## config.mk

```make
export PLATFORM = sky130hd
export DESIGN_NAME = seg_scan_mux
export DESIGN_NICKNAME = d
export VERILOG_FILES = /design/src/rtl/seg_scan_mux.sv
export SDC_FILE = /design/constraint.sdc
export NUM_CORES = 1
export LEC_CHECK = 0
export ABC_AREA = 1
export CORE_ASPECT_RATIO = 0.5
export CORE_MARGIN = 5
export CORE_UTILIZATION = 53
export DETAILED_ROUTE_END_ITERATION = 10
export PLACE_DENSITY = 0.8
export SLEW_MARGIN = 15
export SYNTH_ARGS = -nofsm -noshare
export SYNTH_HDL_FRONTEND = slang
export SYNTH_SLANG_ARGS = --single-unit
```

## constraint.sdc

```tcl
create_clock -name clk -period 4.2 [get_ports clk]
set_input_delay 0.84 -clock clk [delete_from_list [all_inputs] [get_ports clk]]
set_output_delay 0.84 -clock clk [all_outputs]
set_load 0.01 [all_outputs]
```

## src/rtl/seg_scan_mux.sv

```systemverilog
// Multiplexed seven-segment scanner: one active-low anode at a time, a blank gap at the
// start of every slot, per-frame digit snapshots and optional leading-zero blanking.
module seg_scan_mux #(
  parameter int NUM_DIGITS  = 4,
  parameter int REFRESH_DIV = 100000,
  parameter int GAP_CYCLES  = 2000,
  localparam int IDX_W = (NUM_DIGITS > 2) ? $clog2(NUM_DIGITS) : 1,
  localparam int CNT_W = (REFRESH_DIV > 2) ? $clog2(REFRESH_DIV) : 1
) (
  input  logic                    clk,
  input  logic                    rst_n,
  input  logic                    enable,
  input  logic                    lz_en,
  input  logic [4*NUM_DIGITS-1:0] digits_in,
  input  logic [NUM_DIGITS-1:0]   dp_in,
  output logic [NUM_DIGITS-1:0]   seg_an,
  output logic [6:0]              seg_cat,
  output logic                    seg_dp,
  output logic [IDX_W-1:0]        digit_idx
);

  localparam logic [CNT_W-1:0] CNT_LAST = CNT_W'(REFRESH_DIV - 1);
  localparam logic [CNT_W-1:0] GAP_LIM  = CNT_W'(GAP_CYCLES);
  localparam logic [IDX_W-1:0] IDX_LAST = IDX_W'(NUM_DIGITS - 1);

  logic [CNT_W-1:0]        cnt_reg, cnt_next;
  logic [IDX_W-1:0]        idx_reg, idx_next;
  logic [4*NUM_DIGITS-1:0] snap_d_reg, snap_d_next;
  logic [NUM_DIGITS-1:0]   snap_dp_reg, snap_dp_next;
  logic [NUM_DIGITS-1:0]   an_reg, an_next;
  logic [6:0]              cat_reg, cat_next;
  logic                    dp_reg, dp_next;
  logic [IDX_W-1:0]        didx_reg, didx_next;

  logic [3:0]            snap_nib [NUM_DIGITS];
  logic [NUM_DIGITS-1:0] suppress;
  logic                  all_zero;
  logic [3:0]            cur_nib;
  logic                  cur_dp;
  logic                  cur_sup;
  logic [6:0]            decoded;
  logic                  capture;
  logic                  in_gap;

  generate
    for (genvar gi = 0; gi < NUM_DIGITS; gi++) begin : g_nib
      assign snap_nib[gi] = snap_d_reg[4*gi +: 4];
    end
  endgenerate

  // A digit is blank-eligible when it and every more significant digit are zero.
  always_comb begin
    suppress = '0;
    all_zero = 1'b1;
    for (int i = NUM_DIGITS - 1; i > 0; i--) begin
      all_zero    = all_zero && (snap_nib[i] == 4'h0);
      suppress[i] = all_zero;
    end
  end

  assign cur_nib = snap_nib[idx_reg];
  assign cur_dp  = snap_dp_reg[idx_reg];
  assign cur_sup = lz_en && suppress[idx_reg];

  always_comb begin
    decoded = 7'h7F;
    case (cur_nib)
      4'h0: decoded = 7'b1000000;
      4'h1: decoded = 7'b1111001;
      4'h2: decoded = 7'b0100100;
      4'h3: decoded = 7'b0110000;
      4'h4: decoded = 7'b0011001;
      4'h5: decoded = 7'b0010010;
      4'h6: decoded = 7'b0000010;
      4'h7: decoded = 7'b1111000;
      4'h8: decoded = 7'b0000000;
      4'h9: decoded = 7'b0010000;
      4'hA: decoded = 7'b0001000;
      4'hB: decoded = 7'b0000011;
      4'hC: decoded = 7'b1000110;
      4'hD: decoded = 7'b0100001;
      4'hE: decoded = 7'b0000110;
      default: decoded = 7'b0001110;
    endcase
  end

  assign capture = enable && (cnt_reg == '0) && (idx_reg == '0);
  assign in_gap  = (cnt_reg < GAP_LIM);

  always_comb begin
    cnt_next     = cnt_reg;
    idx_next     = idx_reg;
    snap_d_next  = snap_d_reg;
    snap_dp_next = snap_dp_reg;
    an_next      = '1;
    cat_next     = 7'h7F;
    dp_next      = 1'b1;
    didx_next    = '0;

    if (!enable) begin
      cnt_next = '0;
      idx_next = '0;
    end else if (cnt_reg == CNT_LAST) begin
      cnt_next = '0;
      idx_next = (idx_reg == IDX_LAST) ? '0 : idx_reg + IDX_W'(1);
    end else begin
      cnt_next = cnt_reg + CNT_W'(1);
    end

    if (capture) begin
      snap_d_next  = digits_in;
      snap_dp_next = dp_in;
    end

    // Outputs describe the current state and appear one edge later.
    if (enable) begin
      didx_next = idx_reg;
      if (!in_gap) begin
        an_next  = ~(NUM_DIGITS'(1) << idx_reg);
        cat_next = cur_sup ? 7'h7F : decoded;
        dp_next  = ~cur_dp;
      end
    end
  end

  always_ff @(posedge clk) begin
    if (!rst_n) begin
      cnt_reg     <= '0;
      idx_reg     <= '0;
      snap_d_reg  <= '0;
      snap_dp_reg <= '0;
      an_reg      <= '1;
      cat_reg     <= 7'h7F;
      dp_reg      <= 1'b1;
      didx_reg    <= '0;
    end else begin
      cnt_reg     <= cnt_next;
      idx_reg     <= idx_next;
      snap_d_reg  <= snap_d_next;
      snap_dp_reg <= snap_dp_next;
      an_reg      <= an_next;
      cat_reg     <= cat_next;
      dp_reg      <= dp_next;
      didx_reg    <= didx_next;
    end
  end

  assign seg_an    = an_reg;
  assign seg_cat   = cat_reg;
  assign seg_dp    = dp_reg;
  assign digit_idx = didx_reg;

endmodule
```

==> After elaboration in Yosys (flattened, before gate mapping) <==
Memory sizes are Yosys's and may differ from the RTL's. A register that Yosys moved wholly into a read port is not among the register bits.
Index checks and enable logic that the tools add are counted.
{ "totals": {"regBits": 46, "rom_bits": 112, "out_inout_bits": 14, "wordCells": 43, "mem_count": 1} }
{ "mem_list": {"columns": ["name", "depth", "width", "read_ports", "rd_ports_with_merged_regs", "wr", "line", "rtl"], "rows": [
  ["(no name shown)", 16, 7, 1, 1, 0, "67", "case (cur_nib)"]
]} }
{ "classes": {"n_addsub": 2, "magnitude_cmp": 3, "eq_ne": 2, "n_shift": 1, "n_mux": 8, "bitwise": 5, "n_reduce_logical": 14} }
{ "ops": {"columns": ["op", "count"], "rows": [
  ["adder 17 x 1 -> 17 bit, second input constant", 1],
  ["== test 17 bit, second input constant", 1],
  ["logical NOT 17 bit", 1],
  ["< comparator 17 x 11 -> 1 bit, second input constant", 1],
  ["logical NOT 4 bit", 3],
  ["binary-select mux 4 bit (select 2 bit)", 1],
  ["two-way mux 4 bit", 2],
  ["OR reduction 3 bit", 2],
  ["logical AND 1 bit", 5],
  ["binary-select mux 1 bit (select 2 bit)", 2],
  ["inverter 4 bit", 1],
  ["OR reduction 4 bit", 1],
  ["left shift 1 x 2 -> 4 bit, first input constant", 1],
  ["greater-or-equal comparator 3 bit, second input constant", 1],
  ["< comparator 2 x 3 -> 1 bit, second input constant", 1],
  ["inverter 1 bit", 3],
  ["inverter 2 -> 3 bit", 1],
  ["adder 2 x 1 -> 2 bit, second input constant", 1],
  ["== test 2 bit, second input constant", 1],
  ["logical NOT 2 bit", 1],
  ["two-way mux 1 bit", 2],
  ["two-way mux 2 bit", 1],
  ["AND reduction 2 bit", 1]
]} }

==> Logic depth before layout (Yosys ltp) <==
Gate-level depths: netlist of run 1.
{ "depth": {"depth_word": 7, "depth_mapped": 11, "mapped_depth_nobuf": 10} }

==> Least setup slack after synthesis of run 1 <==
Ideal clock, no wire load.
{ "synth_path": {"path_type": "reg2reg", "start": "register idx_reg[0]", "end": "register cat_reg[3], in the netlist seg_cat[3]", "setup_ns": 0.126, "arrival_time_ns": 1.460, "required_time_ns": 4.074, "setup_slack_ns": 2.615, "stages_incl_launch_ff": 12, "n_path_buf": 1, "path_cell_list": "dfxtp_1 inv_2 buf_4 nand2_1 nand3_1 nand2_1 inv_1 ha_1 nand3_1 nand2_1 nand2_1 nand3_1"} }
{ "synth_between": {"elab_chain_len": 4, "word_cells_on_any_way": 8, "cone_classes": "mux: 5; bitwise: 1; reduce/logical: 2"} }
{ "synth_lines": {"columns": ["item", "line", "rtl"], "rows": [
  ["start, declared", "27", "logic [IDX_W-1:0] idx_reg, idx_next;"],
  ["start signal, assigned", "138", "idx_reg <= idx_next;"],
  ["binary-select mux 1 bit (select 2 bit) or inverter 2 -> 3 bit (tied branches)", "63, 61", null],
  ["two-way mux 1 bit (not written as such) or binary-select mux 4 bit (select 2 bit) (tied branches)", "63, 61", null],
  ["logical AND 1 bit or two-way mux 4 bit (tied branches)", "63, 61", null],
  ["OR reduction 4 bit (no source line) or two-way mux 4 bit (tied branches)", null, null],
  ["end, declared", "31", "logic [6:0] cat_reg, cat_next;"]
]} }
Parallel ways exist; a longest one is shown, timed or not. The select of a mux whose other input is x is not followed.
A chain may end at the register's enable or synchronous reset.

==> Worst setup path in the final report of run 1 <==
{ "layout_path": {"start": "input port rst_n", "end": "register cat_reg[1], in the netlist seg_cat[1]"} }
{ "layout_between": {"elab_chain_len": 2} }
{ "layout_lines": {"columns": ["item", "line", "rtl"], "rows": [
  ["start, declared", "11", "input logic rst_n,"],
  ["inverter 1 bit (no source line)", null, null],
  ["OR reduction 4 bit (no source line)", null, null]
]} }
Every way passes these cells.

==> results.py, run 1 <==
metrics = {
    "worst_setup_path": {
        "critPathSlowestCell": "clkdlybuf4s50_1",
        "cp-start-kind": "input pin",
        "path_cells": "clkdlybuf4s50_1 > nand2_1 > inv_1 > nand2_1 > nor2_4 > nand3_1",
        "slowest_delay_ns": 0.95,
        "crit_type": "in2reg",
        "cp_top_family": "buffers and inverters",
        "crit_top_cell": "nand2_1",
        "cp_max_fo": 21,
        "critPathCaptureType": "flop",
        "worstPathArrival_ns": 2.66,
        "required_ns": 4.39,
        "crit_buf_inv": 2,
    },
    "place": {
        "placed_cell_area_um2": 3183,
        "dpl.hpwl_um": 4339,
        "dp_cells": 493,
        "place_congestion": 0.9171,
        "place_ws_ns": 1.420,
        "port_buffers": 37,
    },
    "clock_network": {
        "cts_tree": "built",
        "ctsHoldBuffers": 0,
        "cts_sinks": 53,
        "htree_levels": 2,
        "root_buffer": "clkbuf_8",
        "clkSlewWorstSetupHoldPaths_ns": 0.09,
        "cts_resized": 0,
        "cts_buffers": 5,
        "clockBufferDepth": 2,
        "cts_setup_buffers": 0,
        "insertion_delay_ns": 0.30,
    },
    "sta": {
        "fin_crit_sh_pct": 58.79,
        "period_minus_slack_ns": 2.469,
        "slew_headroom_pct": 46.61,
        "rsz0062_at_grt": "false",
        "report.final.slew_viol_count": 0,
        "fmax_ghz": 0.4050,
        "hold_viol": 0,
        "setup_viol": 0,
        "setup_tns_ns": 0,
        "skew_ns": 0.004691,
        "tightest_slew_ns": 0.7989,
        "timing.final.ws_setup_ns": 1.731,
    },
    "yosys": {
        "syn_inst": 399,
        "mappedNetlistArea_um2": 2828,
        "synth_seq_cells": 53,
        "syn_avg_cell_area_um2": 7.087,
        "synth_warnings": 0,
        "syn_nets": 435,
        "yosysUniqueCellTypes": 27,
        "synth_area_leaders": "dfxtp_1 (38%), nand2_1 (14%), nor2_1 (8.8%)",
        "synth_top_area_cell": "dfxtp_1",
        "synth_top_area_share_pct": 37.52,
        "yosysSeqAreaShare_pct": 37.52,
    },
    "grt": {
        "first_global_vias": 2326,
        "track_usage_pct": 17.31,
        "grt_max_degree": 41,
        "antenna_found_initial": 0,
        "grt-ovfl-total": 0,
        "grt_pass1_wl_um": 9756,
    },
    "floorplan": {
        "die_x_um": 113.3,
        "start_util_pct": 56.05,
        "dieArea_um2": 6985,
        "rows": 18,
        "io_pins": 38,
        "fp.dieH_um": 61.65,
        "coreArea_um2": 5045,
    },
    "finish": {
        "syn2layout_area_growth_pct": 15.62,
        "nFillCells": 455,
        "drive_gt1_share_pct": 7.657,
        "final_core_util_pct": 64.81,
        "largest_reg_flops": 17,
        "stdcell_area_um2": 3269,
        "finalNetCount": 466,
        "fin_cells": 501,
        "antenna_cells": 0,
    },
    "power": {
        "cellPowerDensity_nw_per_um2": 285.5,
        "leakage_nw": 1.355,
        "irDropWorstVdd_uv": 180.7,
    },
    "route": {
        "ant_nets": 0,
        "drt_iter0_drc": 145,
        "dr_total_vias": 2563,
        "drtPass1Iterations": 4,
        "drt-total-wl_um": 5759,
        "wl_per_cell_um": 11.50,
        "viasPerCell": 5.116,
        "route.detailed.drc": 0,
    },
    "worst_hold_path": {
        "hp-class": "reg2reg",
    },
    "job": {
        "cap_viol_max_count": 0,
    },
    "outcome": {
        "outcome": "finished, final reports clean",
    },
}
[report_power, final]
| group | internal, W | switching [W] |
|---|---|---|
| sequential | 0.000520 | 0.0000115 |
| combinational | 0.0000573 | 0.0000649 |
| clock | 0.000115 | 0.000165 |
[synth_stat cells]
| library cell | instances |
|---|---|
| xor2_1 | 7 |
| xnor2_1 | 1 |
| nor2_2 | 5 |
| buf_6 | 6 |
| nand3_2 | 4 |
| o21ai_1 | 2 |
| nand4_1 | 5 |
| a21oi_1 | 26 |
| buf_4 | 2 |
| nand3b_1 | 21 |
| buf_1 | 2 |
| buf_2 | 4 |
| o21ai_0 | 2 |
| nand3_1 | 38 |
| nor2_1 | 66 |
| nor3_1 | 3 |
| nand2_1 | 104 |
| nand2_4 | 1 |
| ha_1 | 12 |
| or2_0 | 2 |
| or2_2 | 3 |
| inv_4 | 1 |
| nand2_2 | 4 |
| inv_1 | 19 |
| nor2_4 | 2 |
| inv_2 | 4 |
| dfxtp_1 | 53 |
[routing by layer]
metal	share of wire, %	vias up	GRT usage [%]
met1	45	1156	19.16
met4	1.3	0	5.822
li1	-	1344	-
met2	49	48	33.59
met3	4.5	15	4.416
met5	0	-	0
[cells by family after synthesis]
kind of cell,Yosys count,share of synthesized area [%]
xor gates and xnor gates,8,2.478
buffers and inverters,38,7.168
and+or+nand+nor,258,42.21
DFF,53,37.52
adders and majority gates,12,5.310
AOI/OAI and AO/OA,30,5.310
[worst register-to-register path: stages (launching register included)]
cell	delay, ns
dfxtp_1	0.66
inv_2	0.24
nand2_1	0.11
nand3_1	0.08
nand2_1	0.20
inv_1	0.11
ha_1	0.22
nand3_1	0.13
nand2_1	0.08
nand2_1	0.06
nand3_1	0.06
[layout by cell type (no fill, tap or decap), drive strengths merged]
cell	Yosys	final
nand2	109	109
nor2	73	73
dfxtp	53	53
nand3	42	42
clkdlybuf4s50	0	37
a21oi	26	26
inv	24	24
nand3b	21	21
ha	12	12
xor2	7	7
nand4	5	5
clkbuf	0	5
or2	5	5
o21ai	4	4
nor3	3	3
clkinv	0	2
xnor2	1	1
clkinvlp	0	1
buf	14	1
[through the flow]
step                      hold WS [ns]  total power [W]
after floorplan                 0.4299        0.0006271
after global routing            0.5127        0.0009860
after detailed placement        0.4550        0.0006645
final                           0.4691        0.0009336
after global placement          0.4465        0.0006600
after CTS                       0.4784        0.0009463
[final cells by class]
type	count	area [um2]	share of cell area, %
multi-input combinational	308	1564	47.84
clock buffer	5	68.82	2.105
timing repair buffer	38	377.9	11.56
tap	70	87.58	2.679
sequential	53	1061	32.45
clock inverter	3	17.52	0.5358
inverter	24	92.59	2.832
[worst paths after layout]
| path | end | slack, ns | cells after the start | start |
|---|---|---|---|---|
| worst min register to register | cnt_reg[0] | 0.47 | 1 | cnt_reg[0] |
| worst max register to register | seg_cat[5] | 2.14 | 10 | idx_reg[0] |
| worst max-delay path | seg_cat[1] | 1.73 | 6 | rst_n |
| worst min-delay path | cnt_reg[0] | 0.47 | 1 | cnt_reg[0] |
(Power assumes the default switching activity.)
==> run 2, diff against run 1 <==
==> constraint.sdc (replaced) <==
create_clock -name clk -period 2.3 [get_ports clk]
set_input_delay 0.46 -clock clk [delete_from_list [all_inputs] [get_ports clk]]
set_output_delay 0.46 -clock clk [all_outputs]
set_load 0.01 [all_outputs]
==> run 2 against run 1 <==
  * Largest cell class unchanged
  * Combinational power is 87% higher
  * Critical path type is now reg2reg
  * Utilization is 1.4 points higher
  * Register-to-register slack worse by 1.6 ns
  * Hold slack hardly changed
  * First-iteration DRC count is 35% lower
  * Final area is 2.1% higher
==> results.py, run 2 (synthesis gave the netlist of run 1 again) <==
metrics = {
    "outcome": {
        "outcome": "finished, final reports clean",
    },
    "worst_setup_path": {
        "crit_type": "reg2reg",
        "critPathSlowestCell": "dfxtp_1",
        "cp-start-kind": "flop",
        "endpoint": "seg_cat[6]",
        "r2r_slack_ns": 0.50,
        "setup.worst_path.start": "idx_reg[1]",
        "cp_max_fo": 12,
        "crit_buf_inv": 1,
        "cp_top_family": "simple AND/OR/NAND/NOR gates",
        "r2r_cells": 8,
        "reg2reg_from": "idx_reg[1]",
        "required_ns": 2.50,
        "critPathCaptureType": "flop",
        "worstReg2RegEnd": "seg_cat[6]",
        "slowest_delay_ns": 0.64,
        "worstPathArrival_ns": 2.00,
        "path_cells": "nand3_1 > nand2_1 > inv_1 > ha_1 > nand3_1 > nand3_1 > nand2_1 > nand2_1",
        "cp.depth": 8,
    },
    "floorplan": {
        "rows": 18,
        "fp.dieH_um": 61.65,
        "coreArea_um2": 5045,
        "dieArea_um2": 6985,
        "die_x_um": 113.3,
        "io_pins": 38,
        "start_util_pct": 56.05,
    },
    "grt": {
        "grt-ovfl-total": 0,
        "first_global_vias": 2351,
        "track_usage_pct": 17.41,
        "antenna_found_initial": 0,
        "grt_max_degree": 41,
        "grt_pass1_wl_um": 9777,
    },
    "worst_hold_path": {
        "min_from": "cnt_reg[0]",
        "min_path_cells": 1,
        "hp-class": "reg2reg",
    },
    "clock_network": {
        "htree_levels": 2,
        "cts_buffers": 5,
        "ctsHoldBuffers": 0,
        "cts_resized": 0,
        "root_buffer": "clkbuf_8",
        "clockBufferDepth": 2,
        "clkSlewWorstSetupHoldPaths_ns": 0.10,
        "insertion_delay_ns": 0.30,
        "cts_setup_buffers": 0,
        "cts_sinks": 53,
        "cts_tree": "built",
    },
    "job": {
        "cap_viol_max_count": 0,
    },
    "sta": {
        "period_minus_slack_ns": 1.802,
        "slew_headroom_pct": 66.67,
        "rsz0062_at_grt": "false",
        "fin_crit_sh_pct": 78.36,
        "tightest_slew_ns": 0.4992,
        "skew_ns": 0.005907,
        "setup_viol": 0,
        "report.final.slew_viol_count": 0,
        "hold_viol": 0,
        "timing.final.ws_setup_ns": 0.4976,
        "setup_tns_ns": 0,
        "fmax_ghz": 0.5548,
    },
    "place": {
        "port_buffers": 37,
        "dp_cells": 496,
        "place_ws_ns": 0.4990,
        "dpl.hpwl_um": 4364,
        "place_congestion": 0.9265,
    },
    "finish": {
        "antenna_cells": 0,
        "largest_reg_flops": 17,
        "finalNetCount": 469,
        "drive_gt1_share_pct": 8.295,
        "fin_cells": 504,
        "syn2layout_area_growth_pct": 18.05,
        "layout_common_cells": "nand2_1 (104), nor2_1 (66), dfxtp_1 (53), nand3_1 (38), clkdlybuf4s50_1 (37)",
        "final_common_cell": "nand2_1",
    },
    "power": {
        "leakage_nw": 1.387,
        "cellPowerDensity_nw_per_um2": 555.9,
        "irDropWorstVdd_uv": 383.6,
    },
    "route": {
        "ant_nets": 0,
        "dr_total_vias": 2581,
        "viasPerCell": 5.121,
        "drt_iter0_drc": 94,
        "route.detailed.drc": 0,
        "wl_per_cell_um": 11.51,
        "drt-total-wl_um": 5803,
        "drtPass1Iterations": 4,
    },
}
run 2: worst min-delay path by stage:
stage / end / slack (ns)
final: cnt_reg[0] / 0.47
after global routing: snap_d_reg[2] / 0.52
after global placement: cnt_reg[0] / 0.45
after floorplan: cnt_reg[0] / 0.43
after CTS: cnt_reg[0] / 0.48
after detailed placement: cnt_reg[0] / 0.45
run 2: metrics by stage:
stage                     hold WS, ns  utilization [%]  cell area [um2]  power, W
after detailed placement       0.4532            63.79             3218  0.001219
after global placement         0.4456            63.79             3218  0.001212
after CTS                      0.4773            66.17             3338  0.001881
final                          0.4691            66.17             3338  0.001856
after floorplan                0.4299                -             2828  0.001145
after global routing           0.5213            66.17             3338  0.001953
run 2: cell type report:
class | instances | area (um2)
Inverter | 24 | 92.59
Sequential cell | 53 | 1061
Fill cell | 452 | 1707
Clock buffer | 6 | 82.58
Timing Repair Buffer | 41 | 412.9
Tap cell | 70 | 87.58
Multi-Input combinational cell | 308 | 1564
Clock inverter | 2 | 37.54
run 2: power breakdown:
group	switching [W]	internal, W
logic	0.000118	0.000110
registers	0.0000214	0.000949
clock network	0.000303	0.000354
total	0.000443	0.00141
run 2: metal layers:
metal / vias up / routed length (um) / global-route usage [%]
met5: - / 0 / 0
met4: 0 / 81 / 6.336
met3: 9 / 260 / 4.220
met2: 50 / 2832 / 34.01
met1: 1175 / 2629 / 19.06
li1: 1347 / - / -
run 2: worst register-to-register path: stages, from the launching register on:
cell	delay, ns
dfxtp_1	0.64
nand3_1	0.18
nand2_1	0.20
inv_1	0.11
ha_1	0.22
nand3_1	0.13
nand3_1	0.10
nand2_1	0.07
nand2_1	0.04
